**config.mk**
```make
export PLATFORM = sky130hd
export DESIGN_NAME = pipelined_cpu_flat
export DESIGN_NICKNAME = d
export VERILOG_FILES = /design/src/rtl/pipelined_cpu_if.sv /design/src/rtl/pipelined_cpu.sv /design/src/flat_wrapper.sv
export SDC_FILE = /design/constraint.sdc
export NUM_CORES = 2
export LEC_CHECK = 0
export CAP_MARGIN = 0
export CORE_UTILIZATION = 45
export DETAILED_ROUTE_END_ITERATION = 8
export SYNTH_ARGS = -nofsm -noshare
export SYNTH_HDL_FRONTEND = slang
export SYNTH_MEMORY_MAX_BITS = 65536
export SYNTH_SLANG_ARGS = --single-unit
```
**constraint.sdc**
```tcl
create_clock -name clk -period 4.4 [get_ports clk]
set_input_delay 0.88 -clock clk [delete_from_list [all_inputs] [get_ports clk]]
set_output_delay 0.88 -clock clk [all_outputs]
set_load 0.005 [all_outputs]
```
**src/rtl/pipelined_cpu_if.sv**
```systemverilog
// Bus bundle for pipelined_cpu: instruction-memory write port, retire stream and debug register read.
interface pipelined_cpu_if #(
   parameter int DATA_W     = 8,
   parameter int NREG       = 16,
   parameter int IMEM_DEPTH = 256
);
   localparam int PC_W = $clog2(IMEM_DEPTH);
   localparam int RI_W = $clog2(NREG);

   logic              i_imem_we;
   logic [PC_W-1:0]   i_imem_waddr;
   logic [15:0]       i_imem_wdata;
   logic [RI_W-1:0]   i_dbg_addr;
   logic [PC_W-1:0]   o_pc;
   logic              o_halted;
   logic              o_retire_valid;
   logic [RI_W-1:0]   o_retire_rd;
   logic [DATA_W-1:0] o_retire_data;
   logic [DATA_W-1:0] o_dbg_data;

   modport master (
      output i_imem_we, i_imem_waddr, i_imem_wdata, i_dbg_addr,
      input  o_pc, o_halted, o_retire_valid, o_retire_rd, o_retire_data, o_dbg_data
   );

   modport slave (
      input  i_imem_we, i_imem_waddr, i_imem_wdata, i_dbg_addr,
      output o_pc, o_halted, o_retire_valid, o_retire_rd, o_retire_data, o_dbg_data
   );
endinterface

```
**src/rtl/pipelined_cpu.sv**
```systemverilog
// Four-stage IF/ID/EX/WB core for the 16-bit instruction set, with EX forwarding,
// write-through register reads, a hard-wired R0 and a HALT that drains the pipe.
module pipelined_cpu #(
   parameter int DATA_W     = 8,
   parameter int NREG       = 16,
   parameter int IMEM_DEPTH = 256
) (
   input logic            clk,
   input logic            rst,
   pipelined_cpu_if.slave bus
);
   localparam int PC_W = $clog2(IMEM_DEPTH);
   localparam int RI_W = $clog2(NREG);

   localparam logic [3:0] OP_ADD  = 4'h1;
   localparam logic [3:0] OP_SUB  = 4'h2;
   localparam logic [3:0] OP_AND  = 4'h3;
   localparam logic [3:0] OP_OR   = 4'h4;
   localparam logic [3:0] OP_XOR  = 4'h5;
   localparam logic [3:0] OP_LDI  = 4'h6;
   localparam logic [3:0] OP_HALT = 4'hF;

   typedef enum logic [1:0] {S_RUN, S_DRAIN, S_HALTED} state_t;

   state_t r_state;
   state_t w_nextState;

   logic [15:0]       r_imem [IMEM_DEPTH];
   logic [DATA_W-1:0] r_regs [NREG];
   logic [PC_W-1:0]   r_pc;

   logic              r_ifIdValid;
   logic [15:0]       r_ifIdInstr;

   logic              r_idExValid;
   logic [3:0]        r_idExOp;
   logic [RI_W-1:0]   r_idExRd;
   logic [RI_W-1:0]   r_idExRs1;
   logic [RI_W-1:0]   r_idExRs2;
   logic [DATA_W-1:0] r_idExA;
   logic [DATA_W-1:0] r_idExB;
   logic [DATA_W-1:0] r_idExImm;
   logic              r_idExWrite;
   logic              r_idExHalt;

   logic              r_exWbValid;
   logic [RI_W-1:0]   r_exWbRd;
   logic [DATA_W-1:0] r_exWbData;
   logic              r_exWbWrite;
   logic              r_exWbHalt;

   logic [3:0]        w_idOp;
   logic [RI_W-1:0]   w_idRd;
   logic [RI_W-1:0]   w_idRs1;
   logic [RI_W-1:0]   w_idRs2;
   logic [DATA_W-1:0] w_idA;
   logic [DATA_W-1:0] w_idB;
   logic              w_idWrite;
   logic              w_idHalt;
   logic              w_wbWrites;
   logic              w_fetchEn;
   logic              w_halted;
   logic [DATA_W-1:0] w_exA;
   logic [DATA_W-1:0] w_exB;
   logic [DATA_W-1:0] w_exResult;

   assign w_idOp    = r_ifIdInstr[15:12];
   assign w_idRd    = r_ifIdInstr[8 +: RI_W];
   assign w_idRs1   = r_ifIdInstr[4 +: RI_W];
   assign w_idRs2   = r_ifIdInstr[0 +: RI_W];
   assign w_idWrite = (w_idOp >= OP_ADD) && (w_idOp <= OP_LDI);
   assign w_idHalt  = r_ifIdValid && (w_idOp == OP_HALT);

   // R0 never gets written, so the WB bypass and the regfile write share one qualifier.
   assign w_wbWrites = r_exWbValid && r_exWbWrite && (r_exWbRd != '0);

   assign w_idA = (w_wbWrites && (r_exWbRd == w_idRs1)) ? r_exWbData : r_regs[w_idRs1];
   assign w_idB = (w_wbWrites && (r_exWbRd == w_idRs2)) ? r_exWbData : r_regs[w_idRs2];

   always_ff @(posedge clk) begin
      if (rst) begin
         r_state <= S_RUN;
      end else begin
         r_state <= w_nextState;
      end
   end

   always_comb begin
      w_nextState = r_state;
      case (r_state)
         S_RUN:    if (w_idHalt) w_nextState = S_DRAIN;
         S_DRAIN:  if (r_exWbValid && r_exWbHalt) w_nextState = S_HALTED;
         S_HALTED: w_nextState = S_HALTED;
         default:  w_nextState = S_RUN;
      endcase
   end

   // A HALT sitting in ID already blocks this cycle's fetch, before the state moves to DRAIN.
   always_comb begin
      w_fetchEn = 1'b0;
      w_halted  = 1'b0;
      case (r_state)
         S_RUN:    w_fetchEn = !w_idHalt;
         S_HALTED: w_halted  = 1'b1;
         default:  w_fetchEn = 1'b0;
      endcase
   end

   always_ff @(posedge clk) begin
      if (bus.i_imem_we) begin
         r_imem[bus.i_imem_waddr] <= bus.i_imem_wdata;
      end
   end

   always_comb begin
      w_exA = r_idExA;
      w_exB = r_idExB;
      if (w_wbWrites && (r_exWbRd == r_idExRs1)) w_exA = r_exWbData;
      if (w_wbWrites && (r_exWbRd == r_idExRs2)) w_exB = r_exWbData;
   end

   always_comb begin
      w_exResult = '0;
      case (r_idExOp)
         OP_ADD:  w_exResult = w_exA + w_exB;
         OP_SUB:  w_exResult = w_exA - w_exB;
         OP_AND:  w_exResult = w_exA & w_exB;
         OP_OR:   w_exResult = w_exA | w_exB;
         OP_XOR:  w_exResult = w_exA ^ w_exB;
         OP_LDI:  w_exResult = r_idExImm;
         default: w_exResult = '0;
      endcase
   end

   always_ff @(posedge clk) begin
      if (rst) begin
         r_pc        <= '0;
         r_ifIdValid <= 1'b0;
         r_ifIdInstr <= '0;
         r_idExValid <= 1'b0;
         r_idExOp    <= '0;
         r_idExRd    <= '0;
         r_idExRs1   <= '0;
         r_idExRs2   <= '0;
         r_idExA     <= '0;
         r_idExB     <= '0;
         r_idExImm   <= '0;
         r_idExWrite <= 1'b0;
         r_idExHalt  <= 1'b0;
         r_exWbValid <= 1'b0;
         r_exWbRd    <= '0;
         r_exWbData  <= '0;
         r_exWbWrite <= 1'b0;
         r_exWbHalt  <= 1'b0;
      end else begin
         if (w_fetchEn) begin
            r_ifIdInstr <= r_imem[r_pc];
            r_pc        <= r_pc + PC_W'(1);
         end
         r_ifIdValid <= w_fetchEn;

         r_idExValid <= r_ifIdValid;
         r_idExOp    <= w_idOp;
         r_idExRd    <= w_idRd;
         r_idExRs1   <= w_idRs1;
         r_idExRs2   <= w_idRs2;
         r_idExA     <= w_idA;
         r_idExB     <= w_idB;
         r_idExImm   <= DATA_W'(r_ifIdInstr[7:0]);
         r_idExWrite <= w_idWrite;
         r_idExHalt  <= (w_idOp == OP_HALT);

         r_exWbValid <= r_idExValid;
         r_exWbRd    <= r_idExRd;
         r_exWbData  <= w_exResult;
         r_exWbWrite <= r_idExWrite;
         r_exWbHalt  <= r_idExHalt;
      end
   end

   always_ff @(posedge clk) begin
      if (rst) begin
         for (int i = 0; i < NREG; i++) begin
            r_regs[i] <= '0;
         end
      end else if (w_wbWrites) begin
         r_regs[r_exWbRd] <= r_exWbData;
      end
   end

   assign bus.o_pc           = r_pc;
   assign bus.o_halted       = w_halted;
   assign bus.o_retire_valid = r_exWbValid;
   assign bus.o_retire_rd    = r_exWbRd;
   assign bus.o_retire_data  = r_exWbData;
   assign bus.o_dbg_data     = r_regs[bus.i_dbg_addr];
endmodule

```
**src/flat_wrapper.sv**
```systemverilog
// flat-port wrapper written by rule: the top's interface ports become plain ports
module pipelined_cpu_flat 
#(
   parameter int DATA_W     = 8,
   parameter int NREG       = 16,
   parameter int IMEM_DEPTH = 256
)
  (clk, rst, bus_i_imem_we, bus_i_imem_waddr, bus_i_imem_wdata, bus_i_dbg_addr, bus_o_pc, bus_o_halted, bus_o_retire_valid, bus_o_retire_rd, bus_o_retire_data, bus_o_dbg_data);
  pipelined_cpu_if #(.DATA_W(DATA_W), .NREG(NREG), .IMEM_DEPTH(IMEM_DEPTH)) bus_i ();
  input logic clk;
  input logic rst;
  input wire logic [$bits(bus_i.i_imem_we)-1:0] bus_i_imem_we;
  input wire logic [$bits(bus_i.i_imem_waddr)-1:0] bus_i_imem_waddr;
  input wire logic [$bits(bus_i.i_imem_wdata)-1:0] bus_i_imem_wdata;
  input wire logic [$bits(bus_i.i_dbg_addr)-1:0] bus_i_dbg_addr;
  output wire logic [$bits(bus_i.o_pc)-1:0] bus_o_pc;
  output wire logic [$bits(bus_i.o_halted)-1:0] bus_o_halted;
  output wire logic [$bits(bus_i.o_retire_valid)-1:0] bus_o_retire_valid;
  output wire logic [$bits(bus_i.o_retire_rd)-1:0] bus_o_retire_rd;
  output wire logic [$bits(bus_i.o_retire_data)-1:0] bus_o_retire_data;
  output wire logic [$bits(bus_i.o_dbg_data)-1:0] bus_o_dbg_data;
  assign bus_i.i_imem_we = bus_i_imem_we;
  assign bus_i.i_imem_waddr = bus_i_imem_waddr;
  assign bus_i.i_imem_wdata = bus_i_imem_wdata;
  assign bus_i.i_dbg_addr = bus_i_dbg_addr;
  assign bus_o_pc = bus_i.o_pc;
  assign bus_o_halted = bus_i.o_halted;
  assign bus_o_retire_valid = bus_i.o_retire_valid;
  assign bus_o_retire_rd = bus_i.o_retire_rd;
  assign bus_o_retire_data = bus_i.o_retire_data;
  assign bus_o_dbg_data = bus_i.o_dbg_data;
  pipelined_cpu #(.DATA_W(DATA_W), .NREG(NREG), .IMEM_DEPTH(IMEM_DEPTH)) u_core (.clk(clk), .rst(rst), .bus(bus_i));
endmodule
```
After elaboration in Yosys (flattened, before gate mapping)
Memory sizes are Yosys's and may differ from the RTL's. A register that Yosys moved wholly into a read port is not among the register bits.
Cells that the tools add are included.
{"block": "word_totals", "regBits": 53, "mem_count": 2, "ramBits": 4224, "in_bits": 31}
{"name": "u_core.r_imem", "depth": 256, "word_bits": 16, "rd": 1, "rd_clocked_by_memory_dff": 1, "wr": 1, "line": "pipelined_cpu.sv:28", "text": "logic [15:0] r_imem [IMEM_DEPTH];"}
{"name": "u_core.r_regs", "depth": 16, "word_bits": 8, "rd": 3, "rd_clocked_by_memory_dff": 2, "wr": 16, "line": "pipelined_cpu.sv:29", "text": "logic [DATA_W-1:0] r_regs [NREG];"}
{"block": "op_classes", "n_eq_ne": 13, "magnitude_cmp": 2, "n_mux": 18, "addsub": 3, "bitwise": 3, "n_reduce_logical": 12}
{"cell": "$pmux 8 s6", "n": 1}
{"cell": "$mux 8", "n": 3}
{"cell": "$eq 4x3->1 const B", "n": 3}
{"cell": "$mux 1", "n": 10}
{"cell": "$add 8x1->8 const B", "n": 1}
{"cell": "$add 8x8->8", "n": 1}
{"cell": "$and 8x8->8", "n": 1}
{"cell": "$eq 4x2->1 const B", "n": 2}
{"cell": "$eq 4x4->1", "n": 2}
{"cell": "$or 8x8->8", "n": 1}
{"cell": "$reduce_or 8->1", "n": 1}
{"cell": "$sub 8x8->8", "n": 1}
{"cell": "$xor 8x8->8", "n": 1}
{"cell": "$logic_and 1x1->1", "n": 7}
{"cell": "$pmux 2 s3", "n": 1}
{"cell": "$eq 4x1->1 const B", "n": 1}
{"cell": "$eq 4x4->1 const B", "n": 1}
{"cell": "$ge 4x1->1 const B", "n": 1}
{"cell": "$le 4x3->1 const B", "n": 1}
{"cell": "$mux 2", "n": 2}
{"cell": "$mux 4", "n": 1}
{"cell": "$ne 2x1->1 const B", "n": 2}
{"cell": "$reduce_bool 4->1", "n": 1}
{"cell": "$eq 2x1->1 const B", "n": 1}
{"cell": "4 further kinds", "n": 4}

Longest topological paths before layout
{"block": "logic_depth", "depth_word": 7, "depth_mapped": 17, "depth_no_buf": 14}

Worst setup path before layout
OpenSTA, ideal clock, no wires.
{"block": "synth_path", "path_type": "register to register", "from": "register u_core.r_exWbRd[0], in the netlist u_core.bus.o_retire_rd[0]", "to": "register u_core.r_exWbData[7], in the netlist u_core.bus.o_retire_data[7]", "setup_ns": 0.062, "period_less_slack_ns": 3.917, "setup_slack_ns": 0.483, "path_stages_with_launch": 16, "arrival_time_ns": 3.855, "required_ns": 4.338, "cell_sequence": "dfxtp_1 -> clkbuf_1 -> or4_1 -> and3_1 -> clkbuf_1 -> nand2_1 -> clkbuf_1 -> mux2_2 -> inv_1 -> xnor2_1 -> ha_1 -> or3_1 -> a2111oi_0 -> o31ai_1 -> a211o_1 -> nand3_1"}
{"block": "synth_between", "elab_chain_len": 6, "elab_cells_between_ends": 14}
{"item": "start, declared", "line": "pipelined_cpu.sv:47", "text": "logic [RI_W-1:0] r_exWbRd;"}
{"item": "start signal, assigned", "line": "pipelined_cpu.sv:174", "text": "r_exWbRd <= r_idExRd;"}
{"item": "$reduce_bool 4->1", "line": "pipelined_cpu.sv:75", "text": "assign w_wbWrites = r_exWbValid && r_exWbWrite && (r_exWbRd != '0);"}
{"item": "$logic_and 1x1->1", "line": "pipelined_cpu.sv:75"}
{"item": "$logic_and 1x1->1 (on tied branches)", "line": "pipelined_cpu.sv:118, pipelined_cpu.sv:119"}
{"item": "$mux 8 (on tied branches)", "line": "pipelined_cpu.sv:118, pipelined_cpu.sv:119"}
{"item": "$sub 8x8->8, or another cell as far along", "line": "pipelined_cpu.sv:126", "text": "OP_SUB: w_exResult = w_exA - w_exB;"}
{"item": "$pmux 8 s6 *", "line": "pipelined_cpu.sv:124", "text": "case (r_idExOp)"}
{"item": "end signal, assigned", "line": "pipelined_cpu.sv:175", "text": "r_exWbData <= w_exResult;"}
{"item": "end, declared", "line": "pipelined_cpu.sv:48", "text": "logic [DATA_W-1:0] r_exWbData;"}
Mark *: on every way between the ends. The rest lies on a longest branch, timed or not.
A chain may end at the register's enable or synchronous reset.

==> flow_metrics.tcl <==
set metrics [dict create \
    crit_chain "buf_12 > buf_4 > mux4_2 > mux4_2 > mux2i_1 > nor3_1 > a311oi_1 > nand3_1" \
    wire_per_inst_um 35.1 \
    worstPathArrival_ps 5020 \
    die_area_mm2 0.376 \
    start_util 0.452 \
    clockRootBuffer "clkbuf_16" \
    use_met2 0.404 \
    rows 224 \
    viasPerCell 6.22 \
    nFillCells 28800 \
    synth_edf_count 4224 \
    place_congestion 0.908 \
    nNetsFinal 8433 \
    grt_max_degree 133 \
    cts_sinks 4301 \
    final_antenna_net_count 0 \
    crit_start "u_core.bus.o_pc[0]" \
    hp-start "rst" \
    rr_worst_depth 8 \
    dp_hpwl_um 298000 \
    cts.clk_slew.worst_paths_ps 70 \
    ctsHoldBuffers 0 \
    holdPathStages 2 \
    ys.warnings.count 0 \
    multiInputGateArea_mm2 0.0380 \
    busiest_layer "met2" \
    skew_ps 54.4 \
    worst_slew_pin_slew_ps 1430 \
    antenna_found_initial 36 \
    clock_latency_ps 1010 \
    p_per_area_mw_per_mm2 496 \
    post-route-period-util 0.956 \
    hold_viol 0 \
    grt_pass1_wl_um 670000 \
    grt_pass1_vias 84400 \
    fmax_ghz 0.238 \
    netlist.area_leader.share 0.755 \
    synthesis.area_mm2 0.168 \
    rsz0062_at_grt "false" \
    outcome "completed" \
    min_path_type "in -> reg" \
    avgSynthCellArea_um2 22.0 \
    path_buf_inv 2 \
    relSlewSlack 0.0455 \
    ctsLongestPathBuffers 4 \
    timing.rr.start "u_core.bus.o_pc[0]" \
    critical_path_class "reg -> reg" \
    htreeDepth 5 \
    drc 0 \
    drive_gt1_frac 0.310 \
    finish.utilization 0.520 \
    ys_ff_latch 4301 \
    yosys.area.top_type "edfxtp_1" \
    cp_max_fo 37 \
    grt-ovfl-total 0 \
    port_buffers 60 \
    met3_usage 0.0454 \
    vias 85400 \
    grtUsageMet1 0.355 \
    tns_ps 0 \
    ys_types 67 \
    die_h_um 613 \
    synth_ff_type "edfxtp_1" \
    wirelength_um 482000 \
    cp_slowest_cell "a311oi_1" \
    setup_viol 0 \
    area_growth_pct 15.0 \
    worstPathRequired_ps 5210 \
    core_region_area_mm2 0.372 \
    cp.depth 8 \
    track_usage 0.255 \
    io-pin-count 61 \
    end_kind "flop" \
    ir_worst_vdd_uv 326 \
    setup.worst_path.start_class "flop" \
    numCtsBuffers 431 \
    ys_seq_area_frac 0.764 \
    synthCells 7632 \
    cts_tree "done" \
    regArea_mm2 0.128 \
    fp.dieW_um 613 \
    yosys-top-cells-area "edfxtp_1 (75%), mux4_2 (16%), mux2i_1 (0.94%)" \
    drv_slew 0 \
    slowest_delay_ps 930 \
    fin_crit_ps 4210 \
    p_leak_nw 60.4 \
    crit_top_cell "mux4_2" \
    cp_top_family "multiplexers" \
    async_flop_share 0 \
    drt_iter0_drc 11900 \
    cap_violations 0 \
    dr.pass1.iters 6 \
]
[path summary, 6_finish.rpt]
path / endpoint / slack [ps]
worst min-delay path: u_core.r_idExA[6] / 220
worst max-delay path: u_core.r_ifIdInstr[1] / 190
worst max register to register: u_core.r_ifIdInstr[1] / 190
worst min register to register: u_core.bus.o_retire_rd[0] / 440
[cell families (layout without fill, tap and decap cells)]
kind of cell,Yosys count,count (layout),synth area share
mux,1374,1374,0.172
flops,4301,4301,0.764
fa+ha+maj,24,24,0.00183
xor+xnor,34,34,0.00177
other cells,1,22,0.0000223
compound gates,558,558,0.0236
simple gates,852,852,0.0240
buf+inv,488,1585,0.0132
[Yosys cell counts, drive strengths merged (4+ instances only)]
master,n
or4,10
nor2b,50
edfxtp,4224
a41oi,9
a22o,53
a21oi,104
inv,24
nand2,97
mux2,8
a22oi,190
a311oi,5
or3,4
o21a,6
nand2b,17
o21ai,43
xor2,17
o22ai,38
nor4,10
mux4,1208
dfxtp,77
nor2,357
a31oi,9
xnor2,17
clkbuf,233
nand3,79
mux2i,158
a221oi,47
ha,23
and3,13
nor3,65
a211oi,9
or2,8
nand4,19
a2111oi,4
buf,230
o31a,5
and2,116
[routing by layer]
metal,routed length (um),vias to the layer above
li1,-,33900
met1,189000,46100
met2,229000,4512
met3,43900,821
met4,20000,20
met5,139,-
[sequential cells by signal (all words and copies together), names as in the netlist, 8 cells and up]
name / cells
u_core.r_imem: 4096
u_core.r_regs: 128
u_core.r_ifIdInstr: 16
u_core.bus.o_pc: 8
u_core.bus.o_retire_data: 8
u_core.r_idExA: 8
u_core.r_idExB: 8
u_core.r_idExImm: 8
[per-stage QoR]
step | cells | setup slack [ps] | hold slack [ps] | power [mW] | cell area (um2)
2_1_floorplan | 7639 | 483 | 414 | 55.4 | 168000
3_3_place_gp | 12900 | -572 | 430 | 61.1 | 180000
3_5_place_dp | 12900 | -119 | 429 | 61.2 | 180000
4_1_cts | 13700 | 98.0 | 147 | 96.3 | 193000
5_1_grt | 13700 | 32.0 | 212 | 98.4 | 193000
6_report | 13700 | 192 | 221 | 95.8 | 193000
[power by group]
group	internal (mW)	switching [mW]	total, mW	leakage, nW
clock	19.9	15.6	35.5	6.63
sequential	45.2	0.459	45.7	38.8
combinational	6.66	7.96	14.6	15.0
[layout make-up]
type	instances	area share
timing repair buffer	769	0.0363
clock buffer	534	0.0585
sequential	4301	0.664
multi-input combinational	2850	0.196
tap	4972	0.0322
antenna	14	0.000181
clock inverter	257	0.0115
inverter	25	0.000524
[cell usage in the layout, fill, tap and decap left out, types with 10 or more instances in the layout]
cell	count
o22ai_1	38
ha_1	23
or4_1	10
buf_4	626
o21ai_0	41
nor2_1	242
nand2b_1	16
xnor2_1	17
clkinv_1	98
nand4_1	19
xor2_1	17
a22oi_1	190
a221oi_1	45
a21oi_1	104
clkbuf_8	14
nor2_2	112
nor2b_1	43
clkinvlp_4	10
clkbuf_16	436
clkdlybuf4s50_1	42
clkinv_2	95
nand3_1	70
nand2_1	96
dfxtp_1	65
mux2i_1	158
and3_1	13
nor3_1	59
nor4_1	10
inv_1	22
clkbuf_1	96
buf_12	83
diode_2	14
bufinv_16	29
a22o_1	53
edfxtp_1	4224
mux4_2	1208
and2_1	113
[what timing repair did]
action / 4_1_cts / 5_1_grt
setup endpoints to repair: 2 / 1
buffers inserted: 0 / 1
endpoints found under the hold margin: 0 / 0
gates resized for setup: 2 / 0
(Power assumes the default switching activity.)
